### config.mk
export PLATFORM = sky130hd
export DESIGN_NAME = cpu_fsm
export DESIGN_NICKNAME = d
export VERILOG_FILES = /design/src/rtl/cpu_fsm_pkg.sv /design/src/rtl/cpu_fsm.sv
export SDC_FILE = /design/constraint.sdc
export NUM_CORES = 1
export LEC_CHECK = 0
export CAP_MARGIN = 20
export CORE_MARGIN = 2
export CORE_UTILIZATION = 48
export CTS_CLUSTER_DIAMETER = 100
export DETAILED_ROUTE_END_ITERATION = 10
export GPL_ROUTABILITY_DRIVEN = 0
export PLACE_DENSITY_LB_ADDON = 0.1
export SLEW_MARGIN = 30
export SYNTH_ARGS = -nofsm -noshare
export SYNTH_HDL_FRONTEND = slang
export SYNTH_SLANG_ARGS = --single-unit
### constraint.sdc
create_clock -name clk -period 3.1 [get_ports clk]
set_input_delay 0.775 -clock clk [delete_from_list [all_inputs] [get_ports clk]]
set_output_delay 0.775 -clock clk [all_outputs]
set_load 0.03 [all_outputs]
### src/rtl/cpu_fsm_pkg.sv
// Shared encodings for the Lab 6 controller, decoder and datapath top level:
// opcode/op fields, nsel and vsel codes, and the one-hot state set.
package cpu_fsm_pkg;

    localparam logic [2:0] OPC_MOV = 3'b110;
    localparam logic [2:0] OPC_ALU = 3'b101;

    // op meanings depend on the opcode they accompany
    localparam logic [1:0] OP_MOV_REG = 2'b00;
    localparam logic [1:0] OP_MOV_IMM = 2'b10;
    localparam logic [1:0] OP_ADD     = 2'b00;
    localparam logic [1:0] OP_CMP     = 2'b01;
    localparam logic [1:0] OP_AND     = 2'b10;
    localparam logic [1:0] OP_MVN     = 2'b11;

    localparam logic [2:0] NSEL_NONE = 3'b000;
    localparam logic [2:0] NSEL_RN   = 3'b100;
    localparam logic [2:0] NSEL_RD   = 3'b010;
    localparam logic [2:0] NSEL_RM   = 3'b001;

    typedef enum logic [1:0] {
        VSEL_C     = 2'b00,
        VSEL_PC    = 2'b01,
        VSEL_IMM8  = 2'b10,
        VSEL_MDATA = 2'b11
    } vsel_e;

    typedef enum logic [7:0] {
        S_WAIT   = 8'b0000_0001,
        S_DECODE = 8'b0000_0010,
        S_GETA   = 8'b0000_0100,
        S_GETB   = 8'b0000_1000,
        S_ALU    = 8'b0001_0000,
        S_CMP    = 8'b0010_0000,
        S_WREG   = 8'b0100_0000,
        S_WIMM   = 8'b1000_0000
    } state_t;

    // First micro-step after decode; S_WAIT marks an unsupported instruction.
    function automatic state_t decode_target(input logic [2:0] opc, input logic [1:0] op);
        state_t nxt;
        nxt = S_WAIT;
        if (opc == OPC_MOV) begin
            if (op == OP_MOV_IMM)      nxt = S_WIMM;
            else if (op == OP_MOV_REG) nxt = S_GETB;
        end else if (opc == OPC_ALU) begin
            if (op == OP_MVN) nxt = S_GETB;
            else              nxt = S_GETA;
        end
        return nxt;
    endfunction

endpackage

### src/rtl/cpu_fsm.sv
// Moore sequencer for the Lab 6 datapath: one micro-step per clock, with
// outputs decoded only from the state register and the latched instruction.
module cpu_fsm
    import cpu_fsm_pkg::*;
(
    input  logic       clk,
    input  logic       reset,
    input  logic       s,
    input  logic [2:0] opcode,
    input  logic [1:0] op,
    output logic       w,
    output logic [2:0] nsel,
    output logic       loada,
    output logic       loadb,
    output logic       loadc,
    output logic       loads,
    output logic       asel,
    output logic       bsel,
    output logic [1:0] vsel,
    output logic       write,
    output logic       illegal
);

    state_t     r_state;
    state_t     w_next;
    logic [2:0] r_ir_opc;
    logic [1:0] r_ir_op;
    state_t     w_dec_target;
    logic       w_is_cmp;
    logic       w_zero_a;

    assign w_dec_target = decode_target(r_ir_opc, r_ir_op);
    assign w_is_cmp     = (r_ir_opc == OPC_ALU) && (r_ir_op == OP_CMP);
    assign w_zero_a     = ((r_ir_opc == OPC_MOV) && (r_ir_op == OP_MOV_REG)) ||
                          ((r_ir_opc == OPC_ALU) && (r_ir_op == OP_MVN));

    // NOTE: state and captured fields use <= so every flop samples pre-edge values.
    always_ff @(posedge clk) begin
        if (reset) begin
            r_state  <= S_WAIT;
            r_ir_opc <= '0;
            r_ir_op  <= '0;
        end else begin
            r_state <= w_next;
            if (r_state == S_WAIT && s) begin
                r_ir_opc <= opcode;
                r_ir_op  <= op;
            end
        end
    end

    // NOTE: defaults come first so no path leaves a signal unassigned (no latch).
    always_comb begin
        w_next = S_WAIT;
        case (r_state)
            S_WAIT:   w_next = s ? S_DECODE : S_WAIT;
            S_DECODE: w_next = w_dec_target;
            S_GETA:   w_next = S_GETB;
            S_GETB:   w_next = w_is_cmp ? S_CMP : S_ALU;
            S_ALU:    w_next = S_WREG;
            S_CMP:    w_next = S_WAIT;
            S_WREG:   w_next = S_WAIT;
            S_WIMM:   w_next = S_WAIT;
            default:  w_next = S_WAIT;
        endcase
    end

    always_comb begin
        w       = 1'b0;
        nsel    = NSEL_NONE;
        loada   = 1'b0;
        loadb   = 1'b0;
        loadc   = 1'b0;
        loads   = 1'b0;
        asel    = 1'b0;
        bsel    = 1'b0;
        vsel    = VSEL_C;
        write   = 1'b0;
        illegal = 1'b0;
        case (r_state)
            S_WAIT:   w = 1'b1;
            S_DECODE: illegal = (w_dec_target == S_WAIT);
            S_GETA: begin
                nsel  = NSEL_RN;
                loada = 1'b1;
            end
            S_GETB: begin
                nsel  = NSEL_RM;
                loadb = 1'b1;
            end
            S_ALU: begin
                loadc = 1'b1;
                asel  = w_zero_a;
            end
            S_CMP:    loads = 1'b1;
            S_WREG: begin
                nsel  = NSEL_RD;
                vsel  = VSEL_C;
                write = 1'b1;
            end
            S_WIMM: begin
                nsel  = NSEL_RN;
                vsel  = VSEL_IMM8;
                write = 1'b1;
            end
            default: ;
        endcase
    end

endmodule

Word-level counts from Yosys, hierarchy flattened. Cells that the tools add are included.

Flip-flop bits (word level): 13. Bits in latches: 0. Memory bits (writable): 0. ROM bits: 0. Logic and storage cells: 43. Memories kept: 0.

$add $sub $neg: 0. Multiply operators: 0. Div/mod/pow operators: 0. $lt $le $gt $ge: 0. Eq/ne operators: 14. Shift operators: 0. Muxes and demuxes: 18. Bitwise operators: 0. Reduce and logical (&&, ||, !) cells: 8.

Operator list (count): $pmux 8 s5 (1); $eq 8x1->1 const B (2); $mux 8 (2); $mux 4 (3); $pmux 3 s3 (1); $eq 8x2->1 const B (1); $eq 8x3->1 const B (1); $eq 8x4->1 const B (1); $eq 8x5->1 const B (1); $eq 8x6->1 const B (1); $eq 8x7->1 const B (1); $eq 8x8->1 const B (1); $mux 1 (8); $eq 3x3->1 const B (2); $mux 6 (1); $eq 2x2->1 const B (2); $logic_and 1x1->1 (4); $mux 2 (2); $reduce_or 2->1 (2); $eq 2x1->1 const B (1); $logic_not 2->1 (1); $logic_or 1x1->1 (1).

Logic depth before layout (Yosys ltp). Gate-level depths: netlist of the first run.

Depth in word-level cells: 6. Gate-level depth with buffers: 4. Mapped depth without buffers: 4.

Worst setup path before layout of the first run. OpenSTA, ideal clock, no wires.

Path kind: register -> output. Start: register r_state[1]. End: output port write. Arrival time: 1954 ps. Required time: 2325 ps. Setup slack: 371 ps. Cell stages (with the launch flop): 5. Path buffers: 0. Cells stage by stage: dfxtp_1 nor4_1 nand2_1 nor3b_1 or2_2.

Cells in the longest elaborated chain, start to end: 3.

RTL lines: start: declaration (line cpu_fsm.sv:24) `state_t r_state;`; start signal: assignment (line cpu_fsm.sv:44) `r_state <= w_next;`; $eq 8x8->1 or $eq 8x7->1 (tied branches) (line cpu_fsm.sv:80) `case (r_state)`; $reduce_or 2->1 (no source line) (*); $mux 1 (*) (line cpu_fsm.sv:80); end: declaration (line cpu_fsm.sv:20) `output logic write,`.

Mark *: on every way between the ends. The rest lies on a longest branch, timed or not.

Worst setup path after layout of the first run.
Start: register r_state[1]. End: output port asel.

Cells in the longest elaborated chain, start to end: 2.

RTL lines: $eq 8x5->1 (line cpu_fsm.sv:80); $mux 1 (line cpu_fsm.sv:80); end: declaration (line cpu_fsm.sv:17) `output logic asel,`.

No other way between the ends.

==> results of run 1 <==
[per-layer routing]
layer	global-route usage, %	routed length [microns]
met5	0	0
met3	3.02	76
met2	31.4	714
met4	7.50	7
met1	23.4	663
[flip-flops by register name, summed over array words and instances (netlist names)]
name and flops:
r_state 8, r_ir_opc 3, r_ir_op 2
[power breakdown]
part / leakage, nW / switching (mW) / internal (mW)
logic: 0.294 / 0.0331 / 0.0313
registers: 0.106 / 0.0102 / 0.174
clock network: 0.0150 / 0.0511 / 0.0498
[through the flow]
stage,setup slack [ns],util (%),hold slack (ns),cells
finish,0.174,70.2,0.553,117
global route,0.0202,70.2,0.593,117
CTS,0.0966,69.8,0.555,117
detailed placement,0.291,67.4,0.547,113
global placement,0.381,67.4,0.534,113
floorplan,0.371,-,0.505,82
[worst reg2reg max path: stages, from the launching register on]
cell	delay [ns]
dfxtp_1	0.37
nor4_4	0.31
buf_4	0.19
nand4_2	0.25
mux2i_1	0.24
nor2_1	0.05
[how the worst min path moves through the flow]
stage                startpoint           to  slack, ns
finish              r_ir_opc[2]   r_state[2]       0.55
floorplan           r_ir_opc[2]   r_state[2]       0.51
CTS                 r_ir_opc[2]   r_state[2]       0.55
global route        r_ir_opc[2]   r_state[2]       0.59
global placement    r_ir_opc[2]   r_state[2]       0.53
detailed placement  r_ir_opc[1]  r_ir_opc[1]       0.55
[logic make-up after synthesis]
group / share of synthesized area [%]
AOI/OAI and AO/OA: 12.1
xor gates and xnor gates: 1.22
buffers and inverters: 6.29
DFF: 36.4
muxes: 6.99
other: 0.524
and+or+nand+nor: 36.5
[area by class of cell]
cell class	count	area [sq um]
tap	15	18.8
inverter	5	18.8
multi-input combinational	60	425
clock buffer	4	26.3
timing repair buffer	20	198
sequential	13	260
fill	115	403
[synthesized netlist by cell type (all sizes together)]
cell / number / area, sq um
nor3: 1 / 5.00
mux2i: 5 / 50.1
nand2: 4 / 15.0
nand4: 1 / 12.5
and2b: 2 / 16.3
xor2: 1 / 8.76
a2111oi: 1 / 27.5
o211ai: 1 / 12.5
nor2b: 2 / 12.5
o21ai: 1 / 5.00
nor2: 16 / 60.1
a21oi: 2 / 10.0
nand2b: 1 / 6.26
o21a: 1 / 7.51
dfxtp: 13 / 260
nor3b: 3 / 22.5
a31o: 1 / 8.76
or4bb: 1 / 11.3
or2: 1 / 6.26
nand3: 2 / 10.0
conb: 1 / 3.75
o21bai: 2 / 15.0
nand4b: 5 / 43.8
clkbuf: 1 / 3.75
nor4: 4 / 40.0
buf: 3 / 22.5
inv: 5 / 18.8
[repair_timing]
action	in CTS	in global routing
cloned	0	0
setup endpoints to repair	1	2
pin swaps	0	0
resized for setup	1	1
==> summary.md, run 1 <==
| Metric | Value |
|---|---|
| Most frequent cells in the layout | 19 x clkdlybuf4s50_1, 16 x nor2_1, 13 x dfxtp_1 |
| Worst setup path start | r_state[1] |
| Placeable Area | approximately 0.0014 sq mm |
| Global-route wire length before repair | 2590 microns |
| Vias in the first global route | roughly 630 |
| Clock slew at reported path FFs | approximately 0.070 ns |
| Crit path arrival time | 2.15 ns |
| N_diodes | 0 |
| Leakage | between 0.4 and 0.5 nW |
| IO Port Bufs | 19 |
| Clk_lat worst skew | 0.27 ns |
| Delay-heaviest family, CP | buffers and inverters |
| Post-synthesis register bit count | 13 |
| H-tree depth | 1 |
| Sum Neg Setup Slack | 0 ns |
| Synth cell types | 29 |
| Post-Syn Area | 716 sq um |
| Width of the die | 42.6 microns |
| Reg2Reg Depth | 5 |
| Slowest CP cell | clkdlybuf4s50_1 |
| Crit Path Class | flip-flop to primary output |
| Syn Inst Count | a little over 80 |
| Seq/Total Area, Yosys | between 30% and 40% |
| Max Freq | around 0.34 GHz |
| Final #Nets | approximately 110 |
| Hold depth | 2 |
| Vias | between 600 and 700 |
| Drt drc | 0 |
| Largest net degree at the start of global routing | 12 |
| Fin crit share | 94.4% |
| Root buffer cell | clkbuf_4 |
| CP cell instances | nor4_2, nand4b_1, inv_1, o21a_1, clkdlybuf4s50_1 |
| Post-CTS setup buffers | 0 |
| R2r setup slk | 1.56 ns |
| RR Endpoint | r_ir_op[1] |
| CP startpoint kind | flip-flop |
| Crit-path max FO | 5 |
| Initial antenna violation count | 0 |
| Fin area | 947 sq um |
| Final Critical Period | 2.93 ns |
| Layout cells sized above 1 | between 10% and 20% |
| Clock Skews | 0.00170 ns |
| Via/cell ratio | 5.58 |
| Syn_area_per_cell | 8.84 sq um |
| Chip Height | 42.6 microns |
| WL final | between 1000 and 1500 microns |
| Overall global routing resource usage | a little under a fifth |
| CTS Buf Count | 3 |
| Routed len/inst | 12.5 microns |
| Hold buffers post-CTS | 0 |
| Fin. Hold Viols | 0 |
| Placement Rows | 13 |
| Buffers & Inverters on Critical Path | 2 |
| Pwr dens | 369 mW/mm^2 |
| Most common cell after layout, fill and taps aside | clkdlybuf4s50_1 |
| Num ports | 22 |
| Status | completed |
| Post-Place Cell Area | 910 sq um |
| HPWL after detailed placement | around 1100 microns |
| Router iterations before antenna repair | 4 |
| Die ar. | 0.00182 sq mm |
| Initial Util | 53.0% |
| Max Cap Viol | 0 |
| Crit-path max cell delay | 0.66 ns |
| TritonCTS clock tree | done |
| Area grow syn2layout | 32.3% |
| RSZ-0062 raised after global routing | false |
| Iter 0 DRT Violations | 12 |
| VDD IR-drop max | 0.243 mV |
| Routed Antenna Nets | 0 |
| Hold Path Class | flip-flop to flip-flop |
| Slew Limit Fails | 0 |
| Reg-to-reg startpoint | r_state[5] |
| Max Root-Sink Buffers | 2 |
| WP depth | 5 |
| Final setup violation count | 0 |
| Ys Warns | 0 |
| Setup crit end kind | primary output |
| Clock Sinks | 13 |
| End of the critical path | asel |
| Overall power | 350 uW |
| Total gr overflow | 0 |
| CP required | 2.32 ns |
(Power assumes the default switching activity.)
==> run 2, diff against run 1 <==
SLEW_MARGIN = 20   (was 30)
==> results of run 2 <==
Final layout, timing and power as in run 1 (identical DEF).
